--- src/rtl/arb_pkg.sv ---
// Shared types and helpers for the round-robin mux arbiter family:
// FSM state enum, requester indices and the circular priority pick.
package arb_pkg;

    typedef enum logic {
        ST_IDLE  = 1'b0,
        ST_GRANT = 1'b1
    } arb_state_t;

    localparam logic [1:0] REQ_A = 2'd0;
    localparam logic [1:0] REQ_B = 2'd1;
    localparam logic [1:0] REQ_C = 2'd2;
    localparam logic [1:0] REQ_D = 2'd3;

    // Returns {found, idx}: first set bit of req searching upward from last+1, wrapping.
    function automatic logic [2:0] rr_pick(input logic [3:0] req, input logic [1:0] last);
        logic [1:0] idx;
        logic [2:0] res;
        res = 3'b000;
        for (int i = 1; i <= 4; i++) begin
            idx = last + 2'(i);
            if (!res[2] && req[idx]) begin
                res = {1'b1, idx};
            end
        end
        return res;
    endfunction

    function automatic logic [3:0] onehot4(input logic [1:0] idx);
        return 4'b0001 << idx;
    endfunction

endpackage

--- src/rtl/rr_mux_arbiter_if.sv ---
// Requester/consumer bundle of the shared 4:1 mux: request lines and data in,
// grant, select, enable, muxed data and busy out.
interface rr_mux_arbiter_if #(
    parameter int DATA_W = 1
);
    logic [3:0]        req;
    logic [DATA_W-1:0] a;
    logic [DATA_W-1:0] b;
    logic [DATA_W-1:0] c;
    logic [DATA_W-1:0] d;
    logic [3:0]        gnt;
    logic [1:0]        se;
    logic              en;
    logic [DATA_W-1:0] y;
    logic              busy;

    modport master (
        output req, a, b, c, d,
        input  gnt, se, en, y, busy
    );

    modport slave (
        input  req, a, b, c, d,
        output gnt, se, en, y, busy
    );
endinterface

--- src/rtl/rr_pick4.sv ---
// Combinational circular priority encoder over four request lines,
// starting the search just after the last owner.
module rr_pick4
    import arb_pkg::*;
(
    input  logic [3:0] i_req,
    input  logic [1:0] i_last,
    output logic       o_found,
    output logic [1:0] o_idx
);

    logic [2:0] w_pick;

    assign w_pick  = rr_pick(i_req, i_last);
    assign o_found = w_pick[2];
    assign o_idx   = w_pick[1:0];

endmodule

--- src/rtl/rr_mux_arbiter.sv ---
// Round-robin arbiter driving a shared 4:1 data mux with registered grant/select/enable.
// Optional per-owner grant limit enabled by defining ARB_HOLD_LIMIT_EN (limit = MAX_HOLD cycles).
module rr_mux_arbiter
    import arb_pkg::*;
#(
    parameter int DATA_W   = 1,
    parameter int MAX_HOLD = 8
) (
    input  logic              clk,
    input  logic              rst_n,
    rr_mux_arbiter_if.slave   bus
);

    arb_state_t        r_state;
    logic [3:0]        r_gnt;
    logic [1:0]        r_se;
    logic              r_en;
    logic [1:0]        r_last;

    logic [3:0]        w_pick_req;
    logic [1:0]        w_pick_last;
    logic              w_found;
    logic [1:0]        w_idx;
    logic [3:0]        w_others;
    logic              w_force;
    logic              w_rotate;
    logic [DATA_W-1:0] w_y;

    // While granted, the owner is masked out so a forced rotation cannot re-pick it.
    assign w_others    = bus.req & ~r_gnt;
    assign w_pick_req  = (r_state == ST_IDLE) ? bus.req : w_others;
    assign w_pick_last = (r_state == ST_IDLE) ? r_last : r_se;

    rr_pick4 u_pick (
        .i_req   (w_pick_req),
        .i_last  (w_pick_last),
        .o_found (w_found),
        .o_idx   (w_idx)
    );

`ifdef ARB_HOLD_LIMIT_EN
    localparam int HC_W = (MAX_HOLD > 2) ? $clog2(MAX_HOLD) : 1;
    localparam logic [HC_W-1:0] HOLD_TOP = HC_W'(MAX_HOLD - 1);

    logic [HC_W-1:0] r_hold;

    assign w_force = (r_hold == HOLD_TOP) && (|w_others);

    always_ff @(posedge clk) begin
        if (!rst_n) begin
            r_hold <= '0;
        end else if (r_state == ST_IDLE || w_rotate) begin
            r_hold <= '0;
        end else if (r_hold != HOLD_TOP) begin
            r_hold <= r_hold + 1'b1;
        end
    end
`else
    assign w_force = 1'b0;
`endif

    assign w_rotate = !bus.req[r_se] || w_force;

    always_ff @(posedge clk) begin
        if (!rst_n) begin
            r_state <= ST_IDLE;
            r_gnt   <= 4'b0000;
            r_se    <= 2'b00;
            r_en    <= 1'b0;
            r_last  <= REQ_D;
        end else begin
            case (r_state)
                ST_IDLE: begin
                    if (w_found) begin
                        r_state <= ST_GRANT;
                        r_gnt   <= onehot4(w_idx);
                        r_se    <= w_idx;
                        r_en    <= 1'b1;
                    end
                end
                ST_GRANT: begin
                    if (w_rotate) begin
                        r_last <= r_se;
                        if (w_found) begin
                            r_gnt <= onehot4(w_idx);
                            r_se  <= w_idx;
                        end else begin
                            r_state <= ST_IDLE;
                            r_gnt   <= 4'b0000;
                            r_se    <= 2'b00;
                            r_en    <= 1'b0;
                        end
                    end
                end
                default: begin
                    r_state <= ST_IDLE;
                    r_gnt   <= 4'b0000;
                    r_se    <= 2'b00;
                    r_en    <= 1'b0;
                end
            endcase
        end
    end

    always_comb begin
        w_y = '0;
        if (r_en) begin
            case (r_se)
                REQ_A:   w_y = bus.a;
                REQ_B:   w_y = bus.b;
                REQ_C:   w_y = bus.c;
                REQ_D:   w_y = bus.d;
                default: w_y = '0;
            endcase
        end
    end

    assign bus.gnt  = r_gnt;
    assign bus.se   = r_se;
    assign bus.en   = r_en;
    assign bus.busy = r_en;
    assign bus.y    = w_y;

endmodule

--- src/flat_wrapper.sv ---
// flat-port wrapper written by rule: the top's interface ports become plain ports
module rr_mux_arbiter_flat import arb_pkg::*;
#(
    parameter int DATA_W   = 1,
    parameter int MAX_HOLD = 8
)
  (clk, rst_n, bus_req, bus_a, bus_b, bus_c, bus_d, bus_gnt, bus_se, bus_en, bus_y, bus_busy);
  rr_mux_arbiter_if #(.DATA_W(DATA_W)) bus_i ();
  input  logic clk;
  input  logic rst_n;
  input wire logic [$bits(bus_i.req)-1:0] bus_req;
  input wire logic [$bits(bus_i.a)-1:0] bus_a;
  input wire logic [$bits(bus_i.b)-1:0] bus_b;
  input wire logic [$bits(bus_i.c)-1:0] bus_c;
  input wire logic [$bits(bus_i.d)-1:0] bus_d;
  output wire logic [$bits(bus_i.gnt)-1:0] bus_gnt;
  output wire logic [$bits(bus_i.se)-1:0] bus_se;
  output wire logic [$bits(bus_i.en)-1:0] bus_en;
  output wire logic [$bits(bus_i.y)-1:0] bus_y;
  output wire logic [$bits(bus_i.busy)-1:0] bus_busy;
  assign bus_i.req = bus_req;
  assign bus_i.a = bus_a;
  assign bus_i.b = bus_b;
  assign bus_i.c = bus_c;
  assign bus_i.d = bus_d;
  assign bus_gnt = bus_i.gnt;
  assign bus_se = bus_i.se;
  assign bus_en = bus_i.en;
  assign bus_y = bus_i.y;
  assign bus_busy = bus_i.busy;
  rr_mux_arbiter #(.DATA_W(DATA_W), .MAX_HOLD(MAX_HOLD)) u_core (.clk(clk), .rst_n(rst_n), .bus(bus_i));
endmodule
--- config.mk ---
export PLATFORM = sky130hd
export DESIGN_NAME = rr_mux_arbiter_flat
export DESIGN_NICKNAME = d
export VERILOG_FILES = /design/src/rtl/arb_pkg.sv /design/src/rtl/rr_mux_arbiter_if.sv /design/src/rtl/rr_pick4.sv /design/src/rtl/rr_mux_arbiter.sv /design/src/flat_wrapper.sv
export SDC_FILE = /design/constraint.sdc
export NUM_CORES = 1
export LEC_CHECK = 0
export CAP_MARGIN = 5
export CORE_MARGIN = 5
export CORE_UTILIZATION = 50
export CTS_CLUSTER_DIAMETER = 30
export DETAILED_ROUTE_END_ITERATION = 12
export PLACE_DENSITY = 0.89
export SYNTH_ARGS = -nofsm -noshare
export SYNTH_HDL_FRONTEND = slang
export SYNTH_SLANG_ARGS = --single-unit
--- constraint.sdc ---
create_clock -name clk -period 2.7 [get_ports clk]
set_input_delay 0.27 -clock clk [delete_from_list [all_inputs] [get_ports clk]]
set_output_delay 0.27 -clock clk [all_outputs]
set_load 0.01 [all_outputs]
==> summary.md, run 1 <==
| Metric | Value |
|---|---|
| HP Start | u_core.bus.busy |
| FMAX | 0.4466 GHz |
| Sw frac | 0.3397 |
| Antenna diodes | 0 |
| CP Cell Sequence | mux4_2 > and2_1 > clkdlybuf4s50_1 |
| Sequential power share | 0.358 |
| DP Cell Count | 111 |
| Delay-heaviest family, CP | multiplexers |
| Core ar. | 1334 sq um |
| Row count | 13 |
| All-layer global routing usage | 0.1863 |
| Max-cap violations | 0 |
| Hold Crit Depth | 2 |
| Pre-Repair DR Iteration Count | 4 |
| LEAKAGE | 0.3807 nW |
| Kind of critical path | flip-flop to output pin |
| Clock tree sinks | 10 |
| Post-Synthesis Cells | 82 |
| Reg2reg path depth | 5 |
| Vias per std cell | 6.383 |
| Share of the synthesized area in the top cell type | 0.2744 |
| IO Count | 19 |
| Pwr/cell area | 605.0 nW/um^2 |
| Clock share of power | 0.236 |
| Final #Nets | 111 |
| Pin count of the biggest net entering global routing | 17 |
| WL final | 1.864 mm |
| TritonCTS Buffers | 3 |
| Die area | 2323 sq um |
| Distinct cells, synth | 39 |
| CP max FO | 7 |
| Final core utilization | 0.7026 |
| Final Cycle Share | 0.8293 |
| Post-route insts no fill | 115 |
| Area contributors post-synth | dfxtp_1 27%, mux4_2 6.2%, nand2b_1 6.0% |
| Number of global-route vias before repair | 693 |
| Clk buf depth | 2 |
| Status | finished, final reports clean |
| Via Count | 734 |
| CP Launch Type | flip-flop |
| Final Hold Fails | 0 |
| Final Instance Area | 937.1 sq um |
| Crit-path slowest cell | mux4_2 |
| Critical path buffers and inverters | 1 |
| CTS tree | done |
| H-tree lvl count | 1 |
| Root Buffer | clkbuf_4 |
| Slew margin rel. | 0.6895 |
| Routability cong. | 0.9197 |
| Worst skew pair latency | 0.27 ns |
| Hold_buf cts | 0 |
| Initial antenna violation count | 0 |
| First-pass GRT wire length | 2.904 mm |
| RSZ-0062 raised after global routing | false |
| Final slew viol count | 0 |
| Chip Height | 48.20 um |
| Number of port buffers | 18 |
| Clock period minus final worst setup slack | 2.239 ns |
| Share of cells above drive strength 1 | 0.1600 |
| CP max stage delay | 0.55 ns |
| Syn. warnings | 0 |
| Most frequent cells in the layout | 18 x clkdlybuf4s50_1, 10 x dfxtp_1, 9 x nand2_1, 7 x nor2_1, 7 x nand2b_1 |
| Most common cell after layout, fill and taps aside | clkdlybuf4s50_1 |
| Area Overhead vs Synth | 28.47% |
| Cell Area, Placed | 900.9 sq um |
| Syn_nets | 92 |
| Total power | 0.5670 mW |
| Post-CTS Setup Bufs | 0 |
| Setup TNS | 0 ns |
| Worst Max-Slew Pin Slew | 0.4630 ns |
| Routed len/inst | 16.21 um |
| Starting density of the core | 0.5469 |
| Reg2Reg Setup Slack | 0.84 ns |
| Cell taking the most area after synthesis | dfxtp_1 |
| Die span in x | 48.20 um |
| FF+latch count, synth | 10 |
| Iteration-0 DRC Markers | 30 |
| Post-DP HPWL | 1.431 mm |
| Worst r2r dst | u_core.bus.gnt[0] |
| Fill cell count | 110 |
| RR Startpoint | u_core.bus.se[1] |
| Hold endpoint | u_core.bus.busy |
| Arr. time, crit path | 1.97 ns |
| Clock Skew | 0.001955 ns |
| Mean post-synth cell area | 8.896 sq um |
| Final ANT Viol Nets | 0 |
| Power share of the combinational group | 0.405 |
| Clk pin slew, worst setup/hold paths | 0.07 ns |
| GR Overflow Total | 0 |
| Internal power | 0.3744 mW |
| Worst Path Required | 2.43 ns |
| Final setup viols | 0 |
| Number of remaining DRC errors | 0 |
| Synth Cell Area | 729.5 sq um |
| Sequential share of the synthesized area | 0.2744 |
| Worst Setup End Kind | output pin |
| Peak supply drop | 0.0004115 V |
| Post-cts resize count | 0 |
| P_sw | 0.1926 mW |
| Min-Delay Path Class | flip-flop to flip-flop |
==> cell families (layout without fill, tap and decap cells) <==
| group | count (synthesis) | count (layout) | share of synthesized area |
|---|---|---|---|
| and+or+nand+nor | 37 | 37 | 0.2882 |
| AOI/OAI and AO/OA | 21 | 21 | 0.2642 |
| DFF | 10 | 10 | 0.2744 |
| buffers and inverters | 9 | 27 | 0.06859 |
| muxes | 5 | 5 | 0.1046 |
==> metal layers <==
| layer | vias up | part of all wire | global-route usage |
|---|---|---|---|
| met5 | - | 0 | 0 |
| met4 | 0 | 0.028 | 0.1290 |
| met3 | 8 | 0.10 | 0.07011 |
| met2 | 47 | 0.47 | 0.2917 |
| met1 | 340 | 0.40 | 0.2067 |
| li1 | 339 | - | - |
==> worst max-delay path by stage <==
stage	startpoint	to	cells after the start
floorplan	u_core.bus.se[1]	u_core.bus.gnt[3]	6
global placement	bus_req[2]	u_core.bus.se[0]	6
detailed placement	bus_req[2]	u_core.bus.gnt[0]	6
CTS	u_core.bus.se[0]	bus_y	3
global route	u_core.bus.se[0]	bus_y	3
finish	u_core.bus.se[0]	bus_y	3
==> flip-flops by register name (all words and copies together) (netlist names) <==
register,count
u_core.bus.gnt,4
u_core.bus.se,2
u_core.r_last,2
u_core.bus.busy,1
u_core.r_state,1
==> layout make-up <==
class / instances / area, sq um / area share
Multi-Input combinational cell: 63 / 479.2 / 0.5113
Clock buffer: 4 / 36.28 / 0.03872
Timing Repair Buffer: 19 / 187.7 / 0.2003
Tap cell: 15 / 18.77 / 0.02003
Sequential cell: 10 / 200.2 / 0.2136
Inverter: 4 / 15.01 / 0.01602
==> power by group through the flow <==
| stage | registers [mW] | clock network (mW) | logic (mW) |
|---|---|---|---|
| final | 0.203 | 0.134 | 0.230 |
| after global routing | 0.208 | 0.150 | 0.249 |
| after CTS | 0.203 | 0.136 | 0.230 |
| after detailed placement | 0.206 | 0 | 0.228 |
| after global placement | 0.205 | 0 | 0.225 |
| after floorplan | 0.201 | 0 | 0.152 |
==> synthesized netlist by cell type (all sizes together) <==
| cell | number |
|---|---|
| dfxtp | 10 |
| nand2 | 10 |
| nand2b | 7 |
| nor2 | 7 |
| buf | 4 |
| inv | 4 |
| a21boi | 3 |
| and3 | 3 |
| o211ai | 3 |
| a21oi | 2 |
| mux2i | 2 |
| mux4 | 2 |
| nand3 | 2 |
| nand4b | 2 |
| nor3b | 2 |
| o31ai | 2 |
| a211oi | 1 |
| a21o | 1 |
| a221oi | 1 |
| a31o | 1 |
| a32o | 1 |
| a41o | 1 |
| and2 | 1 |
| clkbuf | 1 |
| mux2 | 1 |
| nand4 | 1 |
| nor3 | 1 |
| o2111ai | 1 |
| o211a | 1 |
| o21a | 1 |
| o21ai | 1 |
| o311ai | 1 |
| or2 | 1 |
==> per-stage QoR <==
step	hold WS (ns)	worst slack, ns
floorplan	0.4748	0.9866
global placement	0.5053	0.5467
detailed placement	0.5032	0.5377
CTS	0.5123	0.4412
global route	0.5213	0.3699
finish	0.5094	0.4608
==> worst register-to-register path, stage by stage, from the launching register on <==
cell and delay (ns):
dfxtp_1 0.50, mux4_2 0.57, nand2b_1 0.19, nor3_1 0.19
nand2b_1 0.22, a211oi_2 0.07
No activity file was read; power rests on OpenSTA's default activity.
==> run 2: changes to the inputs <==
--- a/config.mk
+++ b/config.mk
@@ -7,10 +7,10 @@
 export LEC_CHECK = 0
 export CAP_MARGIN = 5
 export CORE_MARGIN = 5
-export CORE_UTILIZATION = 50
+export CORE_UTILIZATION = 47
 export CTS_CLUSTER_DIAMETER = 30
 export DETAILED_ROUTE_END_ITERATION = 12
-export PLACE_DENSITY = 0.89
+export PLACE_DENSITY = 0.85
 export SYNTH_ARGS = -nofsm -noshare
 export SYNTH_HDL_FRONTEND = slang
 export SYNTH_SLANG_ARGS = --single-unit
==> constraint.sdc (replaced) <==
create_clock -name clk -period 2.1 [get_ports clk]
set_input_delay 0.21 -clock clk [delete_from_list [all_inputs] [get_ports clk]]
set_output_delay 0.21 -clock clk [all_outputs]
set_load 0.01 [all_outputs]
==> run 2 against run 1 <==
Compared with the run above: worst setup slack lost 0.32 ns; count of clock-buffer cells in the layout is the same; critical endpoint unchanged; clock skew shrank 0.00076 ns; total power grew 32%; die area grew 5.0%; critical path depth grew 1; non-clock buffer count grew 5.
==> summary.md, run 2 (same netlist as run 1, synthesis figures left out) <==
| Metric | Value |
|---|---|
| Total power | 0.7492 mW |
| Final setup viols | 0 |
| Max-cap violations | 0 |
| GR Overflow Total | 0 |
| Row count | 14 |
| Iteration-0 DRC Markers | 10 |
| Clk buf depth | 2 |
| Clock period minus final worst setup slack | 1.964 ns |
| Final Cycle Share | 0.9352 |
| Vias per std cell | 5.893 |
| FMAX | 0.5092 GHz |
| Worst Setup End Kind | output pin |
| Number of port buffers | 18 |
| Number of global-route vias before repair | 712 |
| Worst skew pair latency | 0.26 ns |
| Core ar. | 1489 sq um |
| Area Overhead vs Synth | 33.79% |
| Peak supply drop | 0.0005560 V |
| H-tree lvl count | 1 |
| LEAKAGE | 0.4046 nW |
| Post-DP HPWL | 1.563 mm |
| Slew margin rel. | 0.6640 |
| Status | finished, final reports clean |
| Post-cts resize count | 0 |
| Worst Max-Slew Pin Slew | 0.5009 ns |
| Die span in x | 49.40 um |
| Chip Height | 49.40 um |
| Largest register FFs | 4 |
| Most frequent cells in the layout | 18 x clkdlybuf4s50_1, 10 x dfxtp_1, 9 x nand2_1, 7 x nor2_1, 7 x nand2b_1 |
| CP max FO | 6 |
| Multi-input gate area | 479.2 sq um |
| WL final | 1.899 mm |
| Starting density of the core | 0.4899 |
| Root Buffer | clkbuf_4 |
| Initial antenna violation count | 0 |
| Seq. cell area | 200.2 sq um |
| Cell Area, Placed | 939.7 sq um |
| Arr. time, crit path | 1.75 ns |
| Pwr/cell area | 767.7 nW/um^2 |
| Fill cell count | 122 |
| Routed len/inst | 15.69 um |
| Final slew viol count | 0 |
| Post-route insts no fill | 121 |
| Clock Skew | 0.001195 ns |
| Clock tree sinks | 10 |
| Routability cong. | 1.048 |
| Antenna diodes | 0 |
| Pin count of the biggest net entering global routing | 12 |
| Final ANT Viol Nets | 0 |
| Pre-Repair DR Iteration Count | 2 |
| Final Hold Fails | 0 |
| Via Count | 713 |
| Number of remaining DRC errors | 0 |
| Die area | 2440 sq um |
| Setup TNS | 0 ns |
| Hold_buf cts | 0 |
| Clk pin slew, worst setup/hold paths | 0.07 ns |
| RSZ-0062 raised after global routing | false |
| Min-Delay Path Class | flip-flop to flip-flop |
| Share of cells above drive strength 1 | 0.2000 |
| IO Count | 19 |
| Kind of critical path | flip-flop to output pin |
| Setup slack at placement | 0.06250 ns |
| DP Cell Count | 117 |
| TritonCTS Buffers | 3 |
| CP Launch Type | flip-flop |
| Worst Path Required | 1.89 ns |
| Final core utilization | 0.6555 |
| All-layer global routing usage | 0.1649 |
| Min setup slack post-route | 0.1362 ns |
| Min Hold Slack | 0.5066 ns |
| CTS tree | done |
| Most common cell after layout, fill and taps aside | clkdlybuf4s50_1 |
| Final Instance Area | 975.9 sq um |
| First-pass GRT wire length | 3.208 mm |
| Final #Nets | 116 |
| Post-CTS Setup Bufs | 0 |
## run 2: changes by cell type in the layout (fill, tap and decap cells not counted), sizes merged
cell,change
buf,+5
## run 2: final cells by class
class,instances,area share
multi-input cells,63,0.4910
repair buffers,24,0.2308
clock buffers,4,0.03718
inverters,4,0.01538
flip-flops and latches,10,0.2051
well taps,16,0.02051
## run 2: critical path: stages, from the launching register on
cell             delay [ns]
dfxtp_1                0.39
buf_4                  0.18
mux4_2                 0.29
and2_1                 0.17
clkdlybuf4s50_1        0.47
## run 2: per-layer routing
layer	part of all wire	track usage	vias to the layer above	wire, um
met5	0	0	-	0
li1	-	-	351	-
met4	0.0042	0.01310	0	8
met2	0.51	0.2876	14	966
met1	0.45	0.2063	346	862
met3	0.032	0.04893	2	61
## run 2: power by group
| group | switching [mW] | internal (mW) |
|---|---|---|
| combinational | 0.154 | 0.173 |
| clock | 0.0653 | 0.105 |
| sequential | 0.0319 | 0.219 |
| total | 0.251 | 0.498 |
## run 2: final timing paths
check / from / to / slack (ns) / cells after the start
setup / recovery: u_core.bus.se[1] / bus_y / 0.14 / 4
hold reg to reg: u_core.r_last[1] / u_core.r_last[1] / 0.51 / 2
setup reg to reg: u_core.r_state / u_core.bus.gnt[3] / 0.25 / 5
hold / removal: u_core.r_last[1] / u_core.r_last[1] / 0.51 / 2
==> run 3: changes to the inputs <==
--- a/config.mk
+++ b/config.mk
@@ -7,10 +7,10 @@
 export LEC_CHECK = 0
 export CAP_MARGIN = 5
 export CORE_MARGIN = 5
-export CORE_UTILIZATION = 47
+export CORE_UTILIZATION = 42
 export CTS_CLUSTER_DIAMETER = 30
 export DETAILED_ROUTE_END_ITERATION = 12
-export PLACE_DENSITY = 0.85
+export PLACE_DENSITY = 0.73
 export SYNTH_ARGS = -nofsm -noshare
 export SYNTH_HDL_FRONTEND = slang
 export SYNTH_SLANG_ARGS = --single-unit
==> constraint.sdc (replaced) <==
create_clock -name clk -period 1.6 [get_ports clk]
set_input_delay 0.16 -clock clk [delete_from_list [all_inputs] [get_ports clk]]
set_output_delay 0.16 -clock clk [all_outputs]
set_load 0.01 [all_outputs]
==> run 3 against run 2 <==
Compared with the run above: the flow now finishes with violations (negative setup slack); worst setup slack worse by 0.27 ns; combinational power is 100% higher; routed wire length is 47% higher; non-clock buffer count is 28 higher; global-route usage is 3.4 points higher; sequential power is 33% higher; critical endpoint is now u_core.bus.gnt[2]; largest power group unchanged.
==> summary.md, run 3 (same netlist as run 1, synthesis figures left out) <==
| Metric | Value |
|---|---|
| Final ANT Viol Nets | 0 |
| Reg2reg path depth | 7 |
| Peak supply drop | 0.0007447 V |
| RSZ-0062 raised after global routing | true |
| Routed len/inst | 18.61 um |
| Pre-Repair DR Iteration Count | 4 |
| Pwr/cell area | 942.7 nW/um^2 |
| Die area | 2670 sq um |
| Share of cells above drive strength 1 | 0.5113 |
| All-layer global routing usage | 0.1990 |
| Number of remaining DRC errors | 0 |
| Core ar. | 1689 sq um |
| Most frequent cells in the layout | 32 x buf_4, 12 x clkdlybuf4s50_1, 9 x nand2_1, 6 x nor2_1 |
| IO Count | 19 |
| Status | complete, but fails checks |
| Final Hold Fails | 0 |
| CP Launch Type | flip-flop |
| Antenna diodes | 0 |
| Seq. cell area | 214.0 sq um |
| CTS tree | done |
| Critical Path Stages | 7 |
| Vias per std cell | 5.860 |
| Clock period minus final worst setup slack | 1.735 ns |
| Worst skew pair latency | 0.27 ns |
| Number of port buffers | 18 |
| Slew margin rel. | 0.7745 |
| Kind of critical path | flip-flop to flip-flop |
| Hold Crit Depth | 3 |
| Via Count | 879 |
| Multi-input gate area | 574.3 sq um |
| FMAX | 0.5762 GHz |
| Cell Area, Placed | 1106 sq um |
| CP Cell Sequence | nand2b_1 > nand4_1 > buf_4 > buf_4 > nor3_2 > nand4b_1 > o31ai_4 |
| Clock tree sinks | 10 |
| Number of global-route vias before repair | 883 |
| HP Start | bus_req[3] |
| TritonCTS Buffers | 3 |
| Row count | 15 |
| Failing checks | negative setup slack |
| Min setup slack post-route | -0.1354 ns |
| Clock Skew | 0.002018 ns |
| Die span in x | 51.68 um |
| Fill cell count | 110 |
| RR Startpoint | u_core.bus.gnt[3] |
| Pin count of the biggest net entering global routing | 8 |
| Root Buffer | clkbuf_4 |
| LEAKAGE | 0.6000 nW |
| Iteration-0 DRC Markers | 37 |
| CP max FO | 5 |
| Min-Delay Path Class | input port to flip-flop |
| Chip Height | 51.68 um |
| Crit-path slowest cell | dfxtp_2 |
| Arr. time, crit path | 1.89 ns |
| Hold_buf cts | 0 |
| Clk buf depth | 2 |
| H-tree lvl count | 1 |
| Final Instance Area | 1304 sq um |
| Setup TNS | -0.4489 ns |
| Area Overhead vs Synth | 78.73% |
| Delay-heaviest family, CP | simple AND/OR/NAND/NOR gates |
| Final Cycle Share | 1.085 |
| Clk pin slew, worst setup/hold paths | 0.07 ns |
| CP max stage delay | 0.37 ns |
| Total power | 1.229 mW |
| Critical path buffers and inverters | 2 |
| First-pass GRT wire length | 3.926 mm |
| Worst Setup End Kind | flip-flop |
| Min Hold Slack | 0.4991 ns |
| Final #Nets | 144 |
| Final setup viols | 7 |
| WL final | 2.792 mm |
| Critical path launch point | u_core.bus.gnt[3] |
| Starting density of the core | 0.4319 |
| Routability cong. | 0.9120 |
| Worst Path Required | 1.76 ns |
| Initial antenna violation count | 0 |
| Most common cell after layout, fill and taps aside | buf_4 |
| Post-DP HPWL | 1.838 mm |
| Max-cap violations | 0 |
| Worst Max-Slew Pin Slew | 0.3377 ns |
| Largest register FFs | 4 |
| Critical path's most frequent cell | buf_4 |
| Final slew viol count | 0 |
| GR Overflow Total | 0 |
## run 3: cell types whose count changed in the layout (fill, tap and decap cells not counted), sizes merged
cell / before / now
clkdlybuf4s50: 18 / 12
buf: 6 / 34
clkbuf: 4 / 5
dlymetal6s2s: 0 / 2
dlygate4sd2: 0 / 3
## run 3: final timing paths
kind              slack (ns)           endpoint
hold / removal          0.50   u_core.r_last[1]
setup reg to reg       -0.14  u_core.bus.gnt[2]
setup / recovery       -0.14  u_core.bus.gnt[2]
hold reg to reg         0.51    u_core.bus.busy
## run 3: layout make-up
class	count	area share
multi-input cells	63	0.4405
repair buffers	52	0.3397
flip-flops and latches	10	0.1641
clock buffers	4	0.02783
well taps	17	0.01631
inverters	4	0.01152
## run 3: stage by stage
stage / worst slack (ns) / std cells / util
6_report: -0.1354 / 150 / 0.7719
5_1_grt: -0.1916 / 150 / 0.7719
4_1_cts: -0.09160 / 145 / 0.7244
3_5_place_dp: -0.3515 / 137 / 0.6548
3_3_place_gp: -0.2971 / 137 / 0.6548
2_1_floorplan: -0.02372 / 82 / -
## run 3: report_power, final
part	leakage [nW]	switching (mW)	internal (mW)	total, mW
logic	0.494	0.286	0.374	0.661
registers	0.0852	0.0412	0.293	0.335
clock network	0.0210	0.0955	0.138	0.234
## run 3: worst register-to-register path, stage by stage, from the launching register on
cell and delay, ns:
dfxtp_2 0.37, nand2b_1 0.14, nand4_1 0.23, buf_4 0.22
buf_4 0.13, nor3_2 0.22, nand4b_1 0.22, o31ai_4 0.10
## run 3: repair_timing
action / in CTS / in global routing
cloned: 0 / 0
setup buffers: 4 / 5
resized for setup: 20 / 12
endpoints found under the setup margin: 9 / 9
pin swaps: 5 / 5
## run 3: routing by layer
layer	share of wire	global-route usage
met5	0	0
met4	0.033	0.1179
met3	0.060	0.04585
met2	0.51	0.3644
met1	0.40	0.2032
